**config.mk**
```make
export PLATFORM = sky130hd
export DESIGN_NAME = clock_display_mux
export DESIGN_NICKNAME = d
export VERILOG_FILES = /design/src/rtl/clock_display_mux_pkg.sv /design/src/rtl/clock_display_mux_bin2bcd.sv /design/src/rtl/clock_display_mux.sv
export SDC_FILE = /design/constraint.sdc
export NUM_CORES = 1
export LEC_CHECK = 0
export CORE_MARGIN = 10
export CORE_UTILIZATION = 53
export DETAILED_ROUTE_END_ITERATION = 10
export PLACE_DENSITY = 0.8
export REMOVE_ABC_BUFFERS = 1
export SLEW_MARGIN = 15
export SYNTH_ARGS = -nofsm -noshare
export SYNTH_HDL_FRONTEND = slang
export SYNTH_SLANG_ARGS = --single-unit
```
**constraint.sdc**
```tcl
create_clock -name clk -period 11.75 [get_ports clk]
set_clock_uncertainty 0.1 [all_clocks]
set_input_delay 2.35 -clock clk [delete_from_list [all_inputs] [get_ports clk]]
set_output_delay 2.35 -clock clk [all_outputs]
set_load 0.02 [all_outputs]
```
**src/rtl/clock_display_mux_pkg.sv**
```systemverilog
// rtl/clock_display_mux_pkg.sv - shared constants and segment decode for the clock display mux
package clock_display_mux_pkg;

    localparam int NUM_DIGITS = 6;

    // Segment patterns are {g,f,e,d,c,b,a}, active-high
    localparam logic [6:0] SEG_0    = 7'b0111111;
    localparam logic [6:0] SEG_1    = 7'b0000110;
    localparam logic [6:0] SEG_2    = 7'b1011011;
    localparam logic [6:0] SEG_3    = 7'b1001111;
    localparam logic [6:0] SEG_4    = 7'b1100110;
    localparam logic [6:0] SEG_5    = 7'b1101101;
    localparam logic [6:0] SEG_6    = 7'b1111101;
    localparam logic [6:0] SEG_7    = 7'b0000111;
    localparam logic [6:0] SEG_8    = 7'b1111111;
    localparam logic [6:0] SEG_9    = 7'b1101111;
    localparam logic [6:0] SEG_DASH = 7'b1000000;
    localparam logic [6:0] SEG_OFF  = 7'b0000000;

    localparam logic [2:0] IDX_SEC_UNITS = 3'd0;
    localparam logic [2:0] IDX_SEC_TENS  = 3'd1;
    localparam logic [2:0] IDX_MIN_UNITS = 3'd2;
    localparam logic [2:0] IDX_MIN_TENS  = 3'd3;
    localparam logic [2:0] IDX_HRS_UNITS = 3'd4;
    localparam logic [2:0] IDX_HRS_TENS  = 3'd5;

    function automatic logic [6:0] seg_decode(input logic [3:0] digit);
        logic [6:0] pattern;
        case (digit)
            4'd0:    pattern = SEG_0;
            4'd1:    pattern = SEG_1;
            4'd2:    pattern = SEG_2;
            4'd3:    pattern = SEG_3;
            4'd4:    pattern = SEG_4;
            4'd5:    pattern = SEG_5;
            4'd6:    pattern = SEG_6;
            4'd7:    pattern = SEG_7;
            4'd8:    pattern = SEG_8;
            4'd9:    pattern = SEG_9;
            default: pattern = SEG_DASH;
        endcase
        return pattern;
    endfunction

endpackage

```
**src/rtl/clock_display_mux_bin2bcd.sv**
```systemverilog
// rtl/clock_display_mux_bin2bcd.sv - combinational 0..99 binary to two BCD digits with overflow flag
module bin2bcd_99 #(
    parameter int WIDTH = 32
) (
    input  logic [WIDTH-1:0] bin_i,
    output logic [3:0]       tens_o,
    output logic [3:0]       units_o,
    output logic             ovf_o
);

    logic [6:0] low7;
    logic [3:0] tens4;

    // Only the low 7 bits matter once the full-width compare has ruled out >= 100
    always_comb begin
        ovf_o   = (bin_i > WIDTH'(99));
        low7    = bin_i[6:0];
        tens4   = 4'(low7 / 7'd10);
        tens_o  = ovf_o ? 4'd0 : tens4;
        units_o = ovf_o ? 4'd0 : 4'(low7 - 7'(tens4) * 7'd10);
    end

endmodule

```
**src/rtl/clock_display_mux.sv**
```systemverilog
// rtl/clock_display_mux.sv - snapshots hh:mm:ss and scans it onto a 6-digit multiplexed 7-segment display
module clock_display_mux
    import clock_display_mux_pkg::*;
#(
    parameter int WIDTH       = 32,
    parameter int REFRESH_DIV = 100000,
    parameter int SEG_ACT_LOW = 1,
    parameter int AN_ACT_LOW  = 1
) (
    input  logic                  clk,
    input  logic                  reset,
    input  logic [WIDTH-1:0]      count_sec,
    input  logic [WIDTH-1:0]      count_min,
    input  logic [WIDTH-1:0]      count_hrs,
    input  logic                  blank,
    output logic [6:0]            seg,
    output logic                  dp,
    output logic [NUM_DIGITS-1:0] an
);

    localparam int               CNT_W    = (REFRESH_DIV > 1) ? $clog2(REFRESH_DIV) : 1;
    localparam logic [CNT_W-1:0] CNT_LAST = CNT_W'(REFRESH_DIV - 1);
    localparam logic             SEG_INV  = (SEG_ACT_LOW != 0);
    localparam logic             AN_INV   = (AN_ACT_LOW != 0);

    logic [CNT_W-1:0]      refresh_cnt_q, refresh_cnt_d;
    logic [2:0]            digit_idx_q, digit_idx_d;
    logic [WIDTH-1:0]      sec_q, min_q, hrs_q;
    logic                  load_pending_q;
    logic                  digit_step;
    logic                  snap_load;
    logic [WIDTH-1:0]      field;
    logic [3:0]            bcd_tens, bcd_units;
    logic                  bcd_ovf;
    logic [NUM_DIGITS-1:0] an_d;
    logic [6:0]            seg_d;
    logic                  dp_d;

    always_comb begin
        digit_step    = (refresh_cnt_q == CNT_LAST);
        refresh_cnt_d = digit_step ? '0 : refresh_cnt_q + 1'b1;
        digit_idx_d   = digit_idx_q;
        if (digit_step) begin
            digit_idx_d = (digit_idx_q == IDX_HRS_TENS) ? IDX_SEC_UNITS : digit_idx_q + 3'd1;
        end
        // A frame's values are latched only at its start so a digit pair never mixes two inputs
        snap_load = load_pending_q | (digit_step & (digit_idx_q == IDX_HRS_TENS));
    end

    always_ff @(posedge clk or posedge reset) begin
        if (reset) begin
            refresh_cnt_q  <= '0;
            digit_idx_q    <= IDX_SEC_UNITS;
            load_pending_q <= 1'b1;
            sec_q          <= '0;
            min_q          <= '0;
            hrs_q          <= '0;
        end else begin
            refresh_cnt_q  <= refresh_cnt_d;
            digit_idx_q    <= digit_idx_d;
            load_pending_q <= 1'b0;
            if (snap_load) begin
                sec_q <= count_sec;
                min_q <= count_min;
                hrs_q <= count_hrs;
            end
        end
    end

    always_comb begin
        case (digit_idx_q)
            IDX_SEC_UNITS, IDX_SEC_TENS: field = sec_q;
            IDX_MIN_UNITS, IDX_MIN_TENS: field = min_q;
            default:                     field = hrs_q;
        endcase
    end

    bin2bcd_99 #(
        .WIDTH(WIDTH)
    ) u_bin2bcd (
        .bin_i  (field),
        .tens_o (bcd_tens),
        .units_o(bcd_units),
        .ovf_o  (bcd_ovf)
    );

    always_comb begin
        an_d  = '0;
        seg_d = SEG_OFF;
        dp_d  = 1'b0;
        if (!blank) begin
            an_d  = NUM_DIGITS'(1) << digit_idx_q;
            seg_d = bcd_ovf ? SEG_DASH : seg_decode(digit_idx_q[0] ? bcd_tens : bcd_units);
            dp_d  = ((digit_idx_q == IDX_MIN_UNITS) || (digit_idx_q == IDX_HRS_UNITS)) && !sec_q[0];
        end
    end

    always_ff @(posedge clk or posedge reset) begin
        if (reset) begin
            an  <= {NUM_DIGITS{AN_INV}};
            seg <= {7{SEG_INV}};
            dp  <= SEG_INV;
        end else begin
            an  <= an_d ^ {NUM_DIGITS{AN_INV}};
            seg <= seg_d ^ {7{SEG_INV}};
            dp  <= dp_d ^ SEG_INV;
        end
    end

endmodule

```
After elaboration in Yosys (flattened, before gate mapping). Memory sizes are Yosys's and may differ from the RTL's. Index checks and enable logic that the tools add are counted.

ROM bits: 112. Register bits: 131. Memories kept: 1. Output and inout bits: 14.

Memories: (name not given) (depth 16, bits a word 7, read ports 1, clocked after memory_dff 0, write ports 0, RTL line clock_display_mux_pkg.sv:29) `case (digit)`.

Reductions and logical operators: 6. Div/mod/pow operators: 1. Equality and inequality tests: 6. Muxes and demuxes: 10. Shifts and indexed selects: 1. Add/subtract/negate cells: 3. $mul: 1. Order comparisons: 1. Bitwise operators: 5.

Operators with widths (count): one-hot mux 32 bit (2 select lines) (1); greater-than comparator 32 x 7 -> 1 bit, second input constant (1); adder 17 x 1 -> 17 bit, second input constant (1); == test 17 bit, second input constant (1); 2-to-1 mux 17 bit (1); 2-to-1 mux 7 bit (2); 2-to-1 mux 4 bit (3); divider 7 x 4 -> 7 bit, second input constant (1); inverter 7 bit (1); == test 3 x 2 -> 1 bit, second input constant (2); == test 3 bit, second input constant (2); 2-to-1 mux 6 bit (1); inverter 6 bit (1); << shifter 1 x 3 -> 6 bit, first input constant (1); multiplier 4 x 3 -> 3 bit, second input constant (1); OR reduction 2 bit (2); subtractor 4 bit (1); adder 3 x 1 -> 3 bit, second input constant (1); == test 3 x 1 -> 1 bit, second input constant (1); zero test 3 bit (1); 2-to-1 mux 3 bit (1); AND 1 bit (1); logical AND 1 bit (1); zero test 1 bit (1); 4 further kinds (4).

Depth between registers and ports, before layout. Gate-level depths: netlist (run 1). An unclocked memory read counts as a cell.

Depth after elaboration: 12. Mapped depth: 43.

By module. From an unflattened synthesis (run 1), not the netlist that was laid out.

Cells, all modules: 539. Area total of the unflattened synthesis: 6627.6 um2.

By module, submodules not included: clock_display_mux (cells each 427, times used 1, area each 5920.7 um2, seq. area each 3296.9 um2); bin2bcd_99 (cells each 112, times used 1, area each 706.9 um2, seq. area each 0.0 um2).

Worst setup path before layout (run 1). No wires, ideal clock.

Path type: register -> register. Start point: register digit_idx_q[0]. End point: register seg[0]. Stages on the path, launching flop included: 40. Slack: 3.323 ns. Data arrival time: 8.231 ns. Library setup time: 0.096 ns. Clock period less this slack: 8.427 ns. Cell sequence: dfrtp_1 buf_6 clkbuf_1 and2_1 ha_1 inv_1 a32o_1 or2_1 ha_1 a221oi_2 a22oi_1 xnor2_2 inv_2 ha_1 clkbuf_1 o21ba_2 mux2_2 o21ai_0 (+4 left out) nand4_1 or4b_1 or2_4 ha_1 nand2_1 nand2_1 nor3_1 a211oi_2 and2_1 inv_1 ha_1 inv_1 fa_1 nor2_1 a2111oi_2 mux2_2 mux2i_1 nand2_1.

Cells in the longest elaborated chain, start to end: 12. Elaborated cells between the ends (all ways): 18. Classes of those cells: 1 x add/sub; 1 x mul; 1 x div; 1 x order compare; 3 x eq/ne; 6 x mux; 1 x bitwise; 3 x reduce/logical; 1 x memory.

RTL lines: start: declaration (RTL line clock_display_mux.sv:27) `logic [2:0] digit_idx_q, digit_idx_d;`; start signal: assignment (RTL line clock_display_mux.sv:60) `digit_idx_q <= digit_idx_d;`; == test 3 x 2 -> 1 bit, or another cell as far along (RTL line clock_display_mux.sv:71) `case (digit_idx_q)`; OR reduction 2 bit (RTL line clock_display_mux.sv:71); one-hot mux 32 bit (2 select lines) (RTL line clock_display_mux.sv:71); divider 7 x 4 -> 7 bit (RTL line clock_display_mux_bin2bcd.sv:18) `tens4 = 4'(low7 / 7'd10);`; multiplier 4 x 3 -> 3 bit (RTL line clock_display_mux_bin2bcd.sv:20) `units_o = ovf_o ? 4'd0 : 4'(low7 - 7'(tens4) * 7'd10);`; subtractor 4 bit (RTL line clock_display_mux_bin2bcd.sv:20); 2-to-1 mux 4 bit (RTL line clock_display_mux_bin2bcd.sv:20); 2-to-1 mux 4 bit (RTL line clock_display_mux.sv:93) `seg_d = bcd_ovf ? SEG_DASH : seg_decode(digit_idx_q[0] ? bcd_tens : bcd_units);`; memory read (16 x 7 bit); 2-to-1 mux 7 bit * (RTL line clock_display_mux.sv:93); 2-to-1 mux 7 bit * (RTL line clock_display_mux.sv:91) `if (!blank) begin`; inverter 7 bit (no source line) *; end signal: assignment (RTL line clock_display_mux.sv:101) `seg <= {7{SEG_INV}};`; end signal: assignment (RTL line clock_display_mux.sv:105) `seg <= seg_d ^ {7{SEG_INV}};`; end: declaration (RTL line clock_display_mux.sv:16) `output logic [6:0] seg,`.

Every way passes the cells marked *; elsewhere a longest branch is shown, timed or not. A chain may end at the register's enable or synchronous reset.

Final worst setup path (run 1). Same ends and word-level chain as after synthesis.

==> results.py, run 1 <==
metrics = {
    "final_layout": {
        "final_nets": 751,
        "area_growth_pct": 28.54,
        "layout.cells.non_filler": 791,
        "layout_common_cells": "116 x dfrtp_1, 112 x clkdlybuf4s50_1, 99 x mux2_2",
        "layout-drive-gt1-share_pct": 26.23,
        "n_antenna_cell": 0,
        "final_common_cell": "dfrtp_1",
        "fin_util_pct": 70.50,
    },
    "floorplanning": {
        "die_w_um": 129.6,
        "pin_count": 113,
        "start_util_pct": 54.85,
        "die_h_um": 129.6,
        "core-area_um2": 11610,
        "std_cell_rows": 39,
        "die-area_um2": 16800,
    },
    "routing": {
        "drt-wirelength-per-cell_um": 18.78,
        "wl_met3_mm": 1.256,
        "drc": 0,
        "via_count": 4500,
        "met2WireLength_mm": 7.181,
        "via_per_inst": 5.689,
        "met1Wirelength_mm": 6.170,
        "highest_layer": "met4",
        "drt-initial-drc-count": 313,
        "ant_nets": 0,
        "drt_pre_antenna_iters": 5,
        "wirelength_mm": 14.85,
    },
    "yosys": {
        "synth_top_area_cell": "dfrtp_1",
        "synth_area_leaders": "dfrtp_1 46%, mux2_2 18%, dfstp_2 6.2%, ha_1 3.1%, nor4_1 1.8%",
        "avgSynthCellArea_um2": 12.23,
        "yosysSeqAreaShare_pct": 51.76,
        "syn_area_um2": 6370,
        "ys.warnings.count": 0,
        "synth_top_area_share_pct": 45.57,
        "ys_types": 72,
        "synth_cells": 521,
        "synth_edf_count": 0,
        "synth-seq-cells": 131,
        "ys.flop_type": "dfrtp_1",
        "synthArstFlopShare_pct": 100.0,
    },
    "critical_path": {
        "start_kind": "flop",
        "ff2ff_setup_slack_ns": 2.19,
        "reg2reg_from": "digit_idx_q[0]",
        "crit_slowest_cell": "a2111oi_2",
        "timing.rr.end": "seg[0]",
        "arrival_ns": 9.79,
        "cp_max_fo": 18,
        "crit_required_ns": 11.97,
        "crit_family": "compound AO/OA/AOI/OAI gates",
        "path_depth": 37,
        "path_buf_inv": 5,
        "ff2ff_path_depth": 37,
        "cp_slowest_stage_delay_ns": 0.90,
        "worstSetupPathType": "flop to flop",
        "end_kind": "flop",
        "cpMostUsedCell": "ha_1",
    },
    "sta": {
        "timing.final.ws_setup_ns": 2.189,
        "final_hold_viol_count": 0,
        "slew_headroom_pct": 20.57,
        "rsz0062_at_grt": "no",
        "setup-tns-final_ns": 0,
        "timing.final.crit_period_ns": 9.561,
        "setup-violations-final": 0,
        "tightestPinTransition_ns": 1.191,
        "fmax_ghz": 0.1046,
        "fin_crit_sh_pct": 81.37,
        "maxSlewViolCount": 0,
    },
    "status": {
        "status": "finished clean",
    },
    "place": {
        "port_buffers": 112,
        "placed_cells": 759,
        "place.gp.congestion": 0.8460,
        "dp_hpwl_mm": 10.84,
        "place_ws_ns": 2.390,
    },
    "cts": {
        "root_buffer": "clkbuf_16",
        "clkSinkCount": 131,
        "cts_buffer_depth": 2,
        "cts_tree": "built",
        "htree_levels": 4,
        "cts_buffers": 17,
        "cts-resized-gates": 0,
        "cts.clk_slew.worst_paths_ns": 0.05,
        "cts_setup_buffers": 0,
        "hold_buffers": 0,
        "clock_latency_ns": 0.42,
    },
    "global_route": {
        "antenna_found_initial": 1,
        "grt_pass1_vias": 4926,
        "grt-ovfl-total": 0,
        "grt_max_degree": 97,
        "grt_usage_pct": 18.44,
        "grt_pass1_wl_mm": 24.59,
    },
    "pwr": {
        "power_per_cell_area_nw_per_um2": 154.4,
        "peakVddDrop_v": 0.0001232,
        "leakagePower_nw": 3.377,
    },
    "hold_path": {
        "holdPathStages": 1,
        "worstHoldEndpoint": "refresh_cnt_q[4]",
        "min_from": "refresh_cnt_q[4]",
        "min_path_type": "flop to flop",
    },
    "flow_run": {
        "drv_cap": 0,
    },
}
## where the power goes
group	leakage (nW)	internal (mW)	switching [mW]
clock network	0.290	0.327	0.189
registers	1.54	0.486	0.0217
logic	1.55	0.123	0.118
## cell type report
class / instances / area (um^2)
well taps: 143 / 178.9
repair buffers: 115 / 1144
inverters: 17 / 66.31
clock inverters: 10 / 106.4
multi-input cells: 353 / 2922
fillers: 802 / 3426
clock buffers: 22 / 474.2
flip-flops and latches: 131 / 3297
## stage by stage
stage	instance area, um^2	hold slack [ns]	power [mW]
2_1_floorplan	6271	0.3461	0.6823
3_3_place_gp	7607	0.3653	0.7433
3_5_place_dp	7607	0.3681	0.7528
4_1_cts	8188	0.3832	1.271
5_1_grt	8188	0.3921	1.318
6_report	8188	0.3793	1.264
## logic make-up (layout without fill, tap and decap cells)
logic type                 count (synthesis)  after routing  synth area share [%]
AOI/OAI and AO/OA                         77             77                 10.08
buffers and inverters                     37            164                 2.553
adders and majority gates                 17             17                 3.457
xor gates and xnor gates                  17             17                 2.455
other                                      1              1               0.05887
muxes                                    102            102                 17.97
DFF                                      131            131                 51.76
and+or+nand+nor                          139            139                 11.67
## flip-flops by register name, summed over array words and instances (netlist names)
name,cells
dp,1
refresh_cnt_q,17
load_pending_q,1
an,6
min_q,32
sec_q,32
hrs_q,32
digit_idx_q,3
seg,7
## per-layer routing
metal	vias to the layer above	global-route usage, %
met5	-	0
met4	0	6.812
met3	25	7.463
met2	161	30.04
met1	2176	21.54
li1	2138	-
## Yosys cell counts (all sizes together), types with 5 or more instances
master / count
a211oi: 5
a21oi: 7
and2: 11
and3: 5
clkbuf: 16
dfrtp: 116
dfstp: 15
ha: 16
inv: 17
mux2: 99
nand2: 26
nand3: 14
nand4: 5
nor2: 27
nor3: 9
nor4: 18
o21ai: 17
or2: 6
xnor2: 7
xor2: 10
## how the worst max path moves through the flow
stage,slack (ns),from,endpoint
floorplan,3.46,digit_idx_q[0],seg[0]
global placement,2.81,digit_idx_q[0],seg[0]
detailed placement,2.39,digit_idx_q[0],seg[0]
CTS,2.32,digit_idx_q[0],seg[0]
global route,1.37,digit_idx_q[0],seg[0]
finish,2.19,digit_idx_q[0],seg[0]
(Power assumes the default switching activity.)
==> run 2, diff against run 1 <==
- clock period: 11.75 -> 9.5 ns (I/O delays scaled with it)
==> run 2 against run 1 <==
Worst hold slack gained 0.0043 ns. Fmax grew 7.1%. Global-route usage grew 0.29 points. Count of clock-buffer cells in the layout is the same. Die area is the same. Register-to-register slack lost 1.6 ns. Sequential share of layout area shrank 0.30 points. Via count grew 1.9%. Critical path depth grew 2. Largest power group unchanged. Clock power grew 30%. Largest cell class unchanged. Flip-flop and latch count is the same. Routed wire length grew 2.8%.
==> results.py, run 2 (synthesis results as in run 1) <==
metrics = {
    "floorplanning": {
        "die_w_um": 129.6,
        "core-area_um2": 11610,
        "start_util_pct": 54.85,
        "std_cell_rows": 39,
        "die-area_um2": 16800,
        "die_h_um": 129.6,
        "pin_count": 113,
    },
    "critical_path": {
        "path_buf_inv": 7,
        "reg2reg_from": "digit_idx_q[0]",
        "ff2ff_path_depth": 39,
        "crit_family": "compound AO/OA/AOI/OAI gates",
        "worstSetupPathType": "flop to flop",
        "ff2ff_setup_slack_ns": 0.57,
        "crit_slowest_cell": "dfrtp_2",
        "cp_slowest_stage_delay_ns": 0.55,
        "end_kind": "flop",
        "start_kind": "flop",
        "crit_required_ns": 9.72,
        "cp_max_fo": 18,
        "arrival_ns": 9.15,
        "startpoint": "digit_idx_q[0]",
        "cpMostUsedCell": "ha_1",
        "timing.rr.end": "seg[0]",
    },
    "sta": {
        "tightestPinTransition_ns": 1.145,
        "setup-violations-final": 0,
        "slew_headroom_pct": 23.68,
        "timing.final.ws_setup_ns": 0.5720,
        "fmax_ghz": 0.1120,
        "fin_crit_sh_pct": 93.98,
        "final_hold_viol_count": 0,
        "maxSlewViolCount": 0,
        "timing.final.crit_period_ns": 8.928,
    },
    "cts": {
        "root_buffer": "clkbuf_16",
        "clock_latency_ns": 0.42,
        "cts.clk_slew.worst_paths_ns": 0.06,
        "cts_buffer_depth": 2,
        "cts_tree": "built",
        "htree_levels": 4,
        "cts_buffers": 17,
        "clkSinkCount": 131,
    },
    "pwr": {
        "peakVddDrop_v": 0.0001378,
        "power_per_cell_area_nw_per_um2": 194.2,
        "leakagePower_nw": 3.404,
    },
    "place": {
        "dp_hpwl_mm": 11.16,
        "place_ws_ns": 0.4629,
        "port_buffers": 112,
        "place.gp.congestion": 0.8831,
        "placed_cells": 760,
    },
    "final_layout": {
        "reg_top3": "hrs_q x32, min_q x32, sec_q x32",
        "final_nets": 755,
        "layout.cells.non_filler": 795,
        "fill_cells": 804,
        "area_growth_pct": 29.56,
        "n_antenna_cell": 0,
        "final_common_cell": "dfrtp_1",
        "layout_common_cells": "115 x dfrtp_1, 112 x clkdlybuf4s50_1, 99 x mux2_2",
        "layout-drive-gt1-share_pct": 27.15,
    },
    "status": {
        "status": "finished clean",
    },
    "hold_path": {
        "min_path_type": "flop to flop",
        "holdPathStages": 1,
        "min_from": "refresh_cnt_q[4]",
        "worstHoldEndpoint": "refresh_cnt_q[4]",
    },
    "global_route": {
        "antenna_found_initial": 0,
        "grt_pass1_wl_mm": 24.82,
        "grt-ovfl-total": 0,
        "grt_max_degree": 93,
        "grt_usage_pct": 18.73,
        "grt_pass1_vias": 4888,
    },
    "flow_run": {
        "drv_cap": 0,
    },
    "routing": {
        "drc": 0,
        "wirelength_mm": 15.26,
        "drt-wirelength-per-cell_um": 19.20,
        "ant_nets": 0,
        "via_per_inst": 5.770,
        "drt-initial-drc-count": 261,
        "drt_pre_antenna_iters": 5,
        "via_count": 4587,
    },
}
==> run 2: what timing repair did <==
item,4_1_cts,5_1_grt
hold buffers,0,0
endpoints found under the setup margin,0,7
resized for setup,0,1
buffers inserted,0,3
endpoints found under the hold margin,0,0
==> run 2: final cells by class <==
class,instances,area [um^2],area share [%]
Clock buffer,22,494.2,5.988
Inverter,17,66.31,0.8035
Timing Repair Buffer,119,1174,14.22
Tap cell,143,178.9,2.168
Multi-Input combinational cell,353,2922,35.40
Sequential cell,131,3298,39.96
Clock inverter,10,120.1,1.455
==> run 2: where the power goes <==
group / total, mW / switching [mW] / internal, mW
registers: 0.629 / 0.0278 / 0.601
clock network: 0.668 / 0.245 / 0.423
logic: 0.307 / 0.151 / 0.156
total: 1.60 / 0.424 / 1.18
==> run 2: worst max path at each step <==
| stage | endpoint | depth (start not counted) |
|---|---|---|
| 2_1_floorplan | seg[0] | 36 |
| 3_3_place_gp | seg[0] | 37 |
| 3_5_place_dp | seg[0] | 38 |
| 4_1_cts | seg[0] | 38 |
| 5_1_grt | seg[0] | 39 |
| 6_report | seg[0] | 39 |
==> run 2: metal layers <==
| layer | up-vias | routed length [um] | global-route usage [%] | part of all wire (%) |
|---|---|---|---|---|
| met5 | - | 0 | 0 | 0 |
| met4 | 0 | 342 | 7.672 | 2.2 |
| met3 | 36 | 1324 | 7.545 | 8.7 |
| met2 | 192 | 7241 | 29.95 | 47 |
| met1 | 2229 | 6355 | 22.09 | 42 |
| li1 | 2130 | - | - | - |
==> run 2: per-stage QoR <==
stage	cell area [um^2]	total power, mW	hold WS [ns]	util (%)	setup TNS (ns)
4_1_cts	8229	1.603	0.3861	70.86	0
3_3_place_gp	7615	0.9189	0.3623	65.57	0
6_report	8253	1.603	0.3836	71.06	0
3_5_place_dp	7615	0.9344	0.3716	65.57	0
5_1_grt	8253	1.668	0.4064	71.06	-0.001225
2_1_floorplan	6271	0.8439	0.3461	-	0
==> run 3, diff against run 2 <==
- REMOVE_ABC_BUFFERS: 1 -> unset
==> run 3 against run 2 <==
Critical endpoint unchanged. Largest cell class unchanged. Highest routed layer unchanged. Setup slack improved by 0.022 ns. Clock power fell by 9.0%. Power fell by 4.3%. Final cell count fell by 0.38%.
==> results.py, run 3 (synthesis results as in run 1) <==
metrics = {
    "critical_path": {
        "worstSetupPathType": "flop to flop",
        "crit_slowest_cell": "a2111oi_0",
        "crit_required_ns": 9.73,
        "end_kind": "flop",
        "path_buf_inv": 8,
        "start_kind": "flop",
        "cpMostUsedCell": "ha_1",
        "arrival_ns": 9.13,
        "cp_max_fo": 18,
        "cp_slowest_stage_delay_ns": 0.49,
        "crit_family": "compound AO/OA/AOI/OAI gates",
    },
    "routing": {
        "drc": 0,
        "via_per_inst": 5.698,
        "via_count": 4513,
        "wirelength_mm": 14.79,
        "ant_nets": 0,
        "drt-wirelength-per-cell_um": 18.67,
        "drt_pre_antenna_iters": 6,
        "drt-initial-drc-count": 339,
    },
    "global_route": {
        "grt_usage_pct": 18.46,
        "grt-ovfl-total": 0,
        "grt_max_degree": 84,
        "antenna_found_initial": 0,
        "grt_pass1_vias": 4848,
        "grt_pass1_wl_mm": 24.37,
    },
    "final_layout": {
        "n_antenna_cell": 0,
        "fin_util_pct": 70.44,
        "reg_top3": "hrs_q x32, min_q x32, sec_q x32",
        "layout_common_cells": "116 x dfrtp_1, 112 x clkdlybuf4s50_1, 99 x mux2_2",
        "final_nets": 753,
        "layout-drive-gt1-share_pct": 26.50,
        "fill_cells": 856,
        "final_common_cell": "dfrtp_1",
        "area_growth_pct": 28.42,
    },
    "cts": {
        "clkSinkCount": 131,
        "htree_levels": 4,
        "cts_tree": "built",
        "cts_setup_buffers": 0,
        "cts_buffer_depth": 2,
        "cts-resized-gates": 0,
        "hold_buffers": 0,
        "root_buffer": "clkbuf_16",
        "clock_latency_ns": 0.43,
        "cts_buffers": 17,
        "cts.clk_slew.worst_paths_ns": 0.05,
    },
    "floorplanning": {
        "die_w_um": 129.6,
        "core-area_um2": 11610,
        "start_util_pct": 54.85,
        "std_cell_rows": 39,
        "die-area_um2": 16800,
        "pin_count": 113,
        "die_h_um": 129.6,
    },
    "sta": {
        "timing.final.ws_setup_ns": 0.5944,
        "fmax_ghz": 0.1123,
        "tightestPinTransition_ns": 1.015,
        "fin_crit_sh_pct": 93.74,
        "setup-tns-final_ns": 0,
        "setup-violations-final": 0,
        "final_hold_viol_count": 0,
        "slew_headroom_pct": 32.33,
        "maxSlewViolCount": 0,
        "rsz0062_at_grt": "no",
        "timing.final.crit_period_ns": 8.906,
    },
    "place": {
        "place_ws_ns": 0.7183,
        "dp_hpwl_mm": 10.85,
        "place.gp.congestion": 0.8994,
        "port_buffers": 112,
    },
    "yosys": {
        "synth_nets": 637,
    },
    "status": {
        "status": "finished clean",
    },
    "pwr": {
        "leakagePower_nw": 3.361,
        "p_total_mw": 1.535,
        "power_per_cell_area_nw_per_um2": 187.6,
        "peakVddDrop_v": 0.0001684,
    },
    "flow_run": {
        "drv_cap": 0,
    },
    "hold_path": {
        "min_path_type": "flop to flop",
    },
}
==> run 3: changes by cell type in the layout (fill, tap and decap cells not counted), sizes merged <==
cell,change
buf,-2
clkbuf,-2
clkinv,+1
bufinv,-1
clkinvlp,+1
==> run 3: path summary, 6_finish.rpt <==
kind,start,end,slack (ns),cells past startpoint
min reg2reg,refresh_cnt_q[14],refresh_cnt_q[14],0.39,1
min,refresh_cnt_q[14],refresh_cnt_q[14],0.39,1
max reg2reg,digit_idx_q[0],seg[0],0.59,40
max in group asynchronous,reset,sec_q[1],6.07,3
max,digit_idx_q[0],seg[0],0.59,40
min in group asynchronous,reset,hrs_q[14],1.87,2
==> run 3: power breakdown <==
group	internal [mW]	switching (mW)	total, mW
Sequential	0.601	0.0259	0.627
Clock	0.366	0.242	0.608
Combinational	0.153	0.147	0.300
==> run 3: cell type report <==
type | instances | area [um^2] | share of cell area, %
clock inverter | 11 | 106.4 | 1.300
tap | 143 | 178.9 | 2.187
inverter | 17 | 66.31 | 0.8106
multi-input combinational | 353 | 2927 | 35.78
timing repair buffer | 117 | 1159 | 14.16
clock buffer | 20 | 446.7 | 5.460
sequential | 131 | 3297 | 40.30
==> run 3: through the flow <==
stage	instance area [um^2]	cells	hold WS [ns]
finish	8180	792	0.3898
global route	8180	792	0.4058
CTS	8175	792	0.3925
detailed placement	7622	761	0.3679
global placement	7622	761	0.3655
floorplan	6370	521	0.3461
==> run 3: worst reg2reg max path: cells and delay by family (launching register included) <==
kind                     cells  cell delay, ns
AO/OA/AOI/OAI               10            2.56
XOR/XNOR                     1            0.44
adder cells (fa/ha/maj)      7            2.03
buffers and inverters        8            1.01
flip-flops                   1            0.36
multiplexers                 3            0.70
AND/OR/NAND/NOR             11            1.62
==> run 3: metal layers <==
metal | vias up | track usage, % | routed length [um]
met5 | - | 0 | 0
met4 | 0 | 7.738 | 223
met3 | 23 | 6.403 | 1207
met2 | 164 | 30.55 | 7328
met1 | 2200 | 21.48 | 6030
li1 | 2126 | - | -
